### src/rtl/i2c_reg_master.sv
// i2c_reg_master: single-master I2C engine for one register write
// (addr+W, reg, data) or one register read (addr+W, reg, Sr, addr+R, data).
// Every bit is four QDIV-long quarters; SDA only changes in quarter 0 and
// is sampled at the end of quarter 3. The repeated START is one released
// 4-quarter bit followed by the same 3 quarters as a plain START.
module i2c_reg_master #(
  parameter int ADDRESS_WIDTH  = 7,
  parameter int REGISTER_WIDTH = 8,
  parameter int I2C_DATA_WIDTH = 8,
  parameter int QDIV           = 63
) (
  input  logic                      clk,
  input  logic                      rst_n,
  input  logic                      enable,
  input  logic                      read_write,
  input  logic [ADDRESS_WIDTH-1:0]  device_address,
  input  logic [REGISTER_WIDTH-1:0] register_address,
  input  logic [I2C_DATA_WIDTH-1:0] mosi_data,
  output logic                      busy,
  output logic [I2C_DATA_WIDTH-1:0] miso_data,
  output logic                      nack,
  input  logic                      scl_i,
  input  logic                      sda_i,
  output logic                      scl_oe,
  output logic                      sda_oe
);

  typedef enum logic [3:0] {
    IDLE, START, ADDR_W, REG, DATA_WR, RESTART, ADDR_R, DATA_RD, MNACK, STOP
  } state_t;

  state_t                    state, state_nxt;
  logic [15:0]               qcnt;
  logic [1:0]                qtr;
  logic [3:0]                bit_cnt;
  logic [7:0]                tx_sh, rx_sh;
  logic                      rw_q, rd_phase;
  logic [ADDRESS_WIDTH-1:0]  dev_q;
  logic [REGISTER_WIDTH-1:0] reg_q;
  logic [I2C_DATA_WIDTH-1:0] wdata_q;
  logic                      in_bit, is_byte, hold, q_end, last_q, ack_slot;

  // Bit-timed states use four quarters; START and STOP use three.
  assign in_bit   = state inside {ADDR_W, REG, DATA_WR, RESTART, ADDR_R, DATA_RD, MNACK};
  assign is_byte  = state inside {ADDR_W, REG, DATA_WR, ADDR_R};
  // A slave holding SCL low while we release it freezes the quarter timer.
  assign hold     = in_bit && (qtr == 2'd2) && !scl_i;
  assign q_end    = (qcnt == 16'(QDIV - 1)) && !hold;
  assign last_q   = q_end && (qtr == (in_bit ? 2'd3 : 2'd2));
  assign ack_slot = is_byte && (bit_cnt == 4'd8);
  assign busy     = (state != IDLE);

  // State register.
  always_ff @(posedge clk or negedge rst_n) begin
    if (!rst_n) state <= IDLE;
    // NOTE: clocked state always uses non-blocking assignment so every flop samples pre-edge values.
    else        state <= state_nxt;
  end

  // Next-state decode: sequencing advances only at the last quarter of a phase.
  always_comb begin
    // NOTE: default assigned first so no path leaves state_nxt unassigned (no latch).
    state_nxt = state;
    case (state)
      IDLE:    if (enable) state_nxt = START;
      START:   if (last_q) state_nxt = rd_phase ? ADDR_R : ADDR_W;
      ADDR_W, REG, DATA_WR, ADDR_R:
        if (last_q && ack_slot) begin
          if (sda_i)                 state_nxt = STOP;
          else if (state == ADDR_W)  state_nxt = REG;
          else if (state == REG)     state_nxt = rw_q ? RESTART : DATA_WR;
          else if (state == DATA_WR) state_nxt = STOP;
          else                       state_nxt = DATA_RD;
        end
      RESTART: if (last_q) state_nxt = START;
      DATA_RD: if (last_q && bit_cnt == 4'd7) state_nxt = MNACK;
      MNACK:   if (last_q) state_nxt = STOP;
      STOP:    if (last_q) state_nxt = IDLE;
      default: state_nxt = IDLE;
    endcase
  end

  // Bus drive decode: 1 pulls the line low, 0 releases it.
  always_comb begin
    scl_oe = 1'b0;
    sda_oe = 1'b0;
    case (state)
      START: begin
        sda_oe = 1'b1;
        scl_oe = (qtr == 2'd2);
      end
      ADDR_W, REG, DATA_WR, ADDR_R: begin
        scl_oe = (qtr < 2'd2);
        sda_oe = !ack_slot && !tx_sh[7];
      end
      RESTART, DATA_RD, MNACK: scl_oe = (qtr < 2'd2);
      STOP: begin
        scl_oe = (qtr == 2'd0);
        sda_oe = (qtr != 2'd2);
      end
      default: ;
    endcase
  end

  // Request capture, quarter/bit timing, shift registers and status flags.
  always_ff @(posedge clk or negedge rst_n) begin
    if (!rst_n) begin
      qcnt      <= '0;
      qtr       <= '0;
      bit_cnt   <= '0;
      tx_sh     <= '0;
      rx_sh     <= '0;
      rw_q      <= 1'b0;
      rd_phase  <= 1'b0;
      dev_q     <= '0;
      reg_q     <= '0;
      wdata_q   <= '0;
      nack      <= 1'b0;
      miso_data <= '0;
    end else if (state == IDLE) begin
      qcnt    <= '0;
      qtr     <= '0;
      bit_cnt <= '0;
      if (enable) begin
        rw_q     <= read_write;
        dev_q    <= device_address;
        reg_q    <= register_address;
        wdata_q  <= mosi_data;
        rd_phase <= 1'b0;
        nack     <= 1'b0;
      end
    end else begin
      if (q_end) begin
        qcnt <= '0;
        qtr  <= last_q ? 2'd0 : qtr + 2'd1;
      end else if (!hold) begin
        qcnt <= qcnt + 16'd1;
      end
      if (last_q) begin
        case (state)
          START: begin
            tx_sh   <= rd_phase ? 8'({dev_q, 1'b1}) : 8'({dev_q, 1'b0});
            bit_cnt <= '0;
          end
          ADDR_W, REG, DATA_WR, ADDR_R: begin
            if (ack_slot) begin
              bit_cnt <= '0;
              if (sda_i) nack  <= 1'b1;
              else       tx_sh <= (state == ADDR_W) ? 8'(reg_q) : 8'(wdata_q);
            end else begin
              bit_cnt <= bit_cnt + 4'd1;
              tx_sh   <= {tx_sh[6:0], 1'b0};
            end
          end
          RESTART: rd_phase <= 1'b1;
          DATA_RD: begin
            bit_cnt <= bit_cnt + 4'd1;
            rx_sh   <= {rx_sh[6:0], sda_i};
          end
          STOP: if (rw_q && !nack) miso_data <= I2C_DATA_WIDTH'(rx_sh);
          default: ;
        endcase
      end
    end
  end

endmodule
### config.mk
export PLATFORM = sky130hd
export DESIGN_NAME = i2c_reg_master
export DESIGN_NICKNAME = d
export VERILOG_FILES = /design/src/rtl/i2c_reg_master.sv
export SDC_FILE = /design/constraint.sdc
export NUM_CORES = 1
export LEC_CHECK = 0
export CORE_MARGIN = 2
export CORE_UTILIZATION = 35
export CTS_CLUSTER_SIZE = 8
export DETAILED_ROUTE_END_ITERATION = 6
export HOLD_SLACK_MARGIN = 0.12
export PLACE_DENSITY = 0.51
export SYNTH_ARGS = -nofsm -noshare
export SYNTH_HDL_FRONTEND = slang
export SYNTH_SLANG_ARGS = --single-unit
### constraint.sdc
create_clock -name clk -period 6 [get_ports clk]
set_clock_uncertainty 0.2 [all_clocks]
set_input_delay 0.6 -clock clk [delete_from_list [all_inputs] [get_ports clk]]
set_output_delay 0.6 -clock clk [all_outputs]
set_load 0.01 [all_outputs]
==> metrics.txt <==
# TYPE chip_impl_metric gauge
chip_impl_info{name="maxUsedRoutingLayer",value="met4"} 1
chip_impl_metric{name="globalRouteOverflowTotal",unit=""} 0
chip_impl_metric{name="clock_tree.buffer_depth",unit=""} 2
chip_impl_metric{name="vdd_drop_max",unit="mV"} 0.119
chip_impl_metric{name="timing.final.ws_setup",unit="ns"} 2.59
chip_impl_metric{name="drt_iter0_drc",unit=""} 113
chip_impl_metric{name="num_antenna_cells",unit=""} 0
chip_impl_metric{name="filler_cell_count",unit=""} 1039
chip_impl_metric{name="cts_resized",unit=""} 0
chip_impl_metric{name="number_of_enable_flip_flop_cells_after_synthesis",unit=""} 0
chip_impl_metric{name="firstDrtPassIters",unit=""} 4
chip_impl_metric{name="swShare",unit=""} 0.217
chip_impl_metric{name="clock_group_share_of_total_power",unit=""} 0.440
chip_impl_metric{name="cts-htree-levels",unit=""} 3
chip_impl_info{name="rsz0062_at_grt",value="no"} 1
chip_impl_metric{name="place.port_buffers",unit=""} 40
chip_impl_metric{name="die_footprint",unit="sq um"} 12000
chip_impl_metric{name="routed-wl-met2",unit="um"} 3930
chip_impl_info{name="postSynth.topFlopCell",value="dfrtp_1"} 1
chip_impl_metric{name="clock_transition_at_the_registers_of_the_reported_paths",unit="ns"} 0.08
chip_impl_metric{name="muxShareOfSynthArea",unit=""} 0.172
chip_impl_metric{name="grt_start_max_net_pins",unit=""} 77
chip_impl_info{name="tritoncts",value="built"} 1
chip_impl_metric{name="cts.repair_timing.setup_buffer_count",unit=""} 0
chip_impl_metric{name="core_area",unit="sq um"} 10900
chip_impl_metric{name="hpwl_detailed",unit="um"} 5780
chip_impl_metric{name="synth_cell_type_count",unit=""} 55
chip_impl_metric{name="power.net_switching",unit="mW"} 0.210
chip_impl_info{name="critPathKind",value="flip-flop to output pin"} 1
chip_impl_info{name="cts_root_buffer",value="clkbuf_8"} 1
chip_impl_info{name="status",value="completed"} 1
chip_impl_metric{name="worst-path-max-fanout",unit=""} 20
chip_impl_metric{name="rows",unit=""} 38
chip_impl_metric{name="grt_pass1_vias",unit=""} 2801
chip_impl_metric{name="finalPower",unit="mW"} 0.966
chip_impl_metric{name="p_leak",unit="nW"} 2.21
chip_impl_metric{name="numClockSinks",unit=""} 76
chip_impl_metric{name="yosys.area_share.xor_xnor",unit=""} 0.0291
chip_impl_info{name="largest_family_of_logic_cells_by_synthesized_area",value="multiplexers"} 1
chip_impl_metric{name="timing.final.hold_violations",unit=""} 0
chip_impl_metric{name="timing_max_transition_violations_final",unit=""} 0
chip_impl_metric{name="met1_length",unit="um"} 4070
chip_impl_metric{name="post_synth_and_or_nand_nor_area_fraction",unit=""} 0.147
chip_impl_metric{name="wire_length_of_the_first_global_routing_pass",unit="um"} 14300
chip_impl_metric{name="detail_route.wirelength",unit="um"} 8430
chip_impl_metric{name="mean_routed_wirelength_per_cell",unit="um"} 15.7
chip_impl_metric{name="synth-seq-area-share",unit=""} 0.487
chip_impl_metric{name="power_frac_comb",unit=""} 0.031
chip_impl_metric{name="vias_per_cell",unit=""} 5.20
chip_impl_metric{name="yosysWarnings",unit=""} 0
chip_impl_metric{name="finish.net_count",unit=""} 427
chip_impl_metric{name="syn_inst",unit=""} 355
chip_impl_metric{name="yosys.area_share.adder",unit=""} 0.0192
chip_impl_metric{name="die_h",unit="um"} 110
chip_impl_metric{name="gr-usage-all-layers",unit=""} 0.156
chip_impl_metric{name="synth_nets",unit=""} 390
chip_impl_metric{name="timing.critical_path.arrival",unit="ns"} 2.61
chip_impl_metric{name="max_slew.worst_pin.slew",unit="ns"} 0.981
chip_impl_metric{name="final_period_minus_worst_setup_slack",unit="ns"} 3.41
chip_impl_metric{name="globalplace.congestion",unit=""} 0.764
chip_impl_metric{name="powerDensity",unit="nW/um^2"} 207
chip_impl_metric{name="postSynthRegisterBits",unit=""} 76
chip_impl_info{name="startpoint_type",value="flip-flop"} 1
chip_impl_metric{name="met3_wirelength",unit="um"} 322
chip_impl_metric{name="drive_gt1_frac",unit=""} 0.171
chip_impl_metric{name="hold_buffers",unit=""} 0
chip_impl_metric{name="setup_tns",unit="ns"} 0
chip_impl_metric{name="number_of_antenna_violations_at_the_first_check_in_global_routing",unit=""} 0
chip_impl_metric{name="drt.antenna.violating_nets",unit=""} 0
chip_impl_metric{name="compound_cell_area_share_of_the_yosys_netlist",unit=""} 0.111
chip_impl_metric{name="power.sequential.fraction",unit=""} 0.529
chip_impl_metric{name="relSlewSlack",unit=""} 0.346
chip_impl_info{name="min-delay-path-class",value="input port to async pin"} 1
chip_impl_metric{name="floorplan.initialDensity",unit=""} 0.359
chip_impl_metric{name="max_freq",unit="MHz"} 293
chip_impl_metric{name="required",unit="ns"} 5.20
chip_impl_metric{name="area_delta_synth_final",unit="%"} 19.3
chip_impl_metric{name="final_min_period_over_clock_period",unit=""} 0.569
chip_impl_metric{name="top_level_ports",unit=""} 41
chip_impl_metric{name="dr_total_vias",unit=""} 2791
chip_impl_metric{name="clk_lat_worst_skew",unit="ns"} 0.35
chip_impl_metric{name="async_reset_ff_frac",unit=""} 1.00
chip_impl_metric{name="syn-cell-area",unit="sq um"} 3910
chip_impl_metric{name="die-width",unit="um"} 110
chip_impl_metric{name="place_ws",unit="ns"} 2.66
chip_impl_metric{name="internal-power",unit="mW"} 0.756
chip_impl_metric{name="drcViolationCount",unit=""} 0
chip_impl_metric{name="synth_area_per_cell",unit="sq um"} 11.0
chip_impl_metric{name="numCtsBuffers",unit=""} 9
chip_impl_metric{name="setup_viol",unit=""} 0
chip_impl_metric{name="maxCapViolations",unit=""} 0
chip_impl_info{name="kind_of_end_point_of_the_critical_path",value="output pin"} 1
==> synthesized netlist by cell type, drive strengths merged, types with 6 or more instances <==
cell     n  share of area
clkbuf  11          0.011
nor4    12          0.019
a211oi   8          0.019
o21ai   11          0.015
inv     18          0.017
mux2i   18          0.046
nor2    25          0.024
dfrtp   76           0.49
ha       6          0.019
nand2   25          0.024
nand3    7         0.0090
mux2    41           0.13
a21oi   13          0.017
nand4    8          0.013
xnor2    8          0.018
==> cell usage in the layout (no fill, tap or decap), drive strengths merged, types with 3 or more instances in the layout <==
master	Yosys	final
dfrtp	76	76
mux2	41	41
clkdlybuf4s50	0	39
nor2	25	25
nand2	25	25
inv	18	19
mux2i	18	18
a21oi	13	13
nor4	12	12
clkbuf	11	12
o21ai	11	11
nand4	8	8
xnor2	8	8
a211oi	8	8
nand3	7	7
ha	6	6
xor2	5	5
nor4b	5	5
nor2b	4	4
and2	3	3
and4	3	3
o22ai	3	3
nand3b	3	3
buf	5	3
==> sequential cells by signal (all words and copies together) (netlist names) <==
register   flops
bit_cnt        4
dev_q          7
miso_data      8
nack           1
qcnt          16
qtr            2
rd_phase       1
reg_q          8
rw_q           1
rx_sh          8
state          4
tx_sh          8
wdata_q        8
==> cell families after synthesis <==
kind of cell    Yosys count
compound gates           60
fa+ha+maj                 6
xor+xnor                 13
simple gates            107
mux                      59
buf+inv                  34
flops                    76
==> through the flow <==
stage          cell area [sq um]   util  cells  hold slack (ns)
2_1_floorplan               3910      -    355            0.104
3_3_place_gp                4440  0.408    521            0.287
3_5_place_dp                4440  0.408    521            0.295
4_1_cts                     4660  0.428    537            0.236
5_1_grt                     4660  0.428    537            0.256
6_report                    4660  0.428    537            0.211
==> routing by layer <==
metal / vias to the layer above / GRT usage
li1: 1365 / -
met4: 0 / 0.0488
met1: 1361 / 0.211
met5: - / 0
met3: 11 / 0.0439
met2: 54 / 0.243
==> power by group through the flow <==
stage	registers [mW]	clock network, mW	logic, mW
2_1_floorplan	0.522	0	0.00114
3_3_place_gp	0.522	0	0.0313
3_5_place_dp	0.522	0	0.0313
4_1_cts	0.512	0.443	0.0313
5_1_grt	0.512	0.465	0.0335
6_report	0.512	0.425	0.0300
==> worst max-delay path, cell delays in order, from the launching register on <==
cell	delay, ns
dfrtp_1	0.62
nor4_1	0.79
inv_1	0.30
clkdlybuf4s50_1	0.56
==> cell type report <==
cell class,count,area [sq um],share of cell area
clock buffers,12,165,0.0354
clock inverters,4,55.1,0.0118
inverters,18,67.6,0.0145
multi-input cells,245,1880,0.404
flip-flops and latches,76,1900,0.408
well taps,140,175,0.0376
repair buffers,42,413,0.0886
==> path summary, 6_finish.rpt <==
path / slack [ns] / cells past startpoint / to / from
min in group clk: 0.31 / 1 / reg_q[6] / reg_q[6]
worst min register to register: 0.31 / 1 / reg_q[6] / reg_q[6]
max in group asynchronous: 4.76 / 1 / qtr[1] / rst_n
worst max register to register: 2.65 / 5 / bit_cnt[1] / state[3]
worst max-delay path: 2.59 / 3 / busy / state[3]
worst min-delay path: 0.21 / 1 / rw_q / rst_n
No activity file was read; power rests on OpenSTA's default activity.
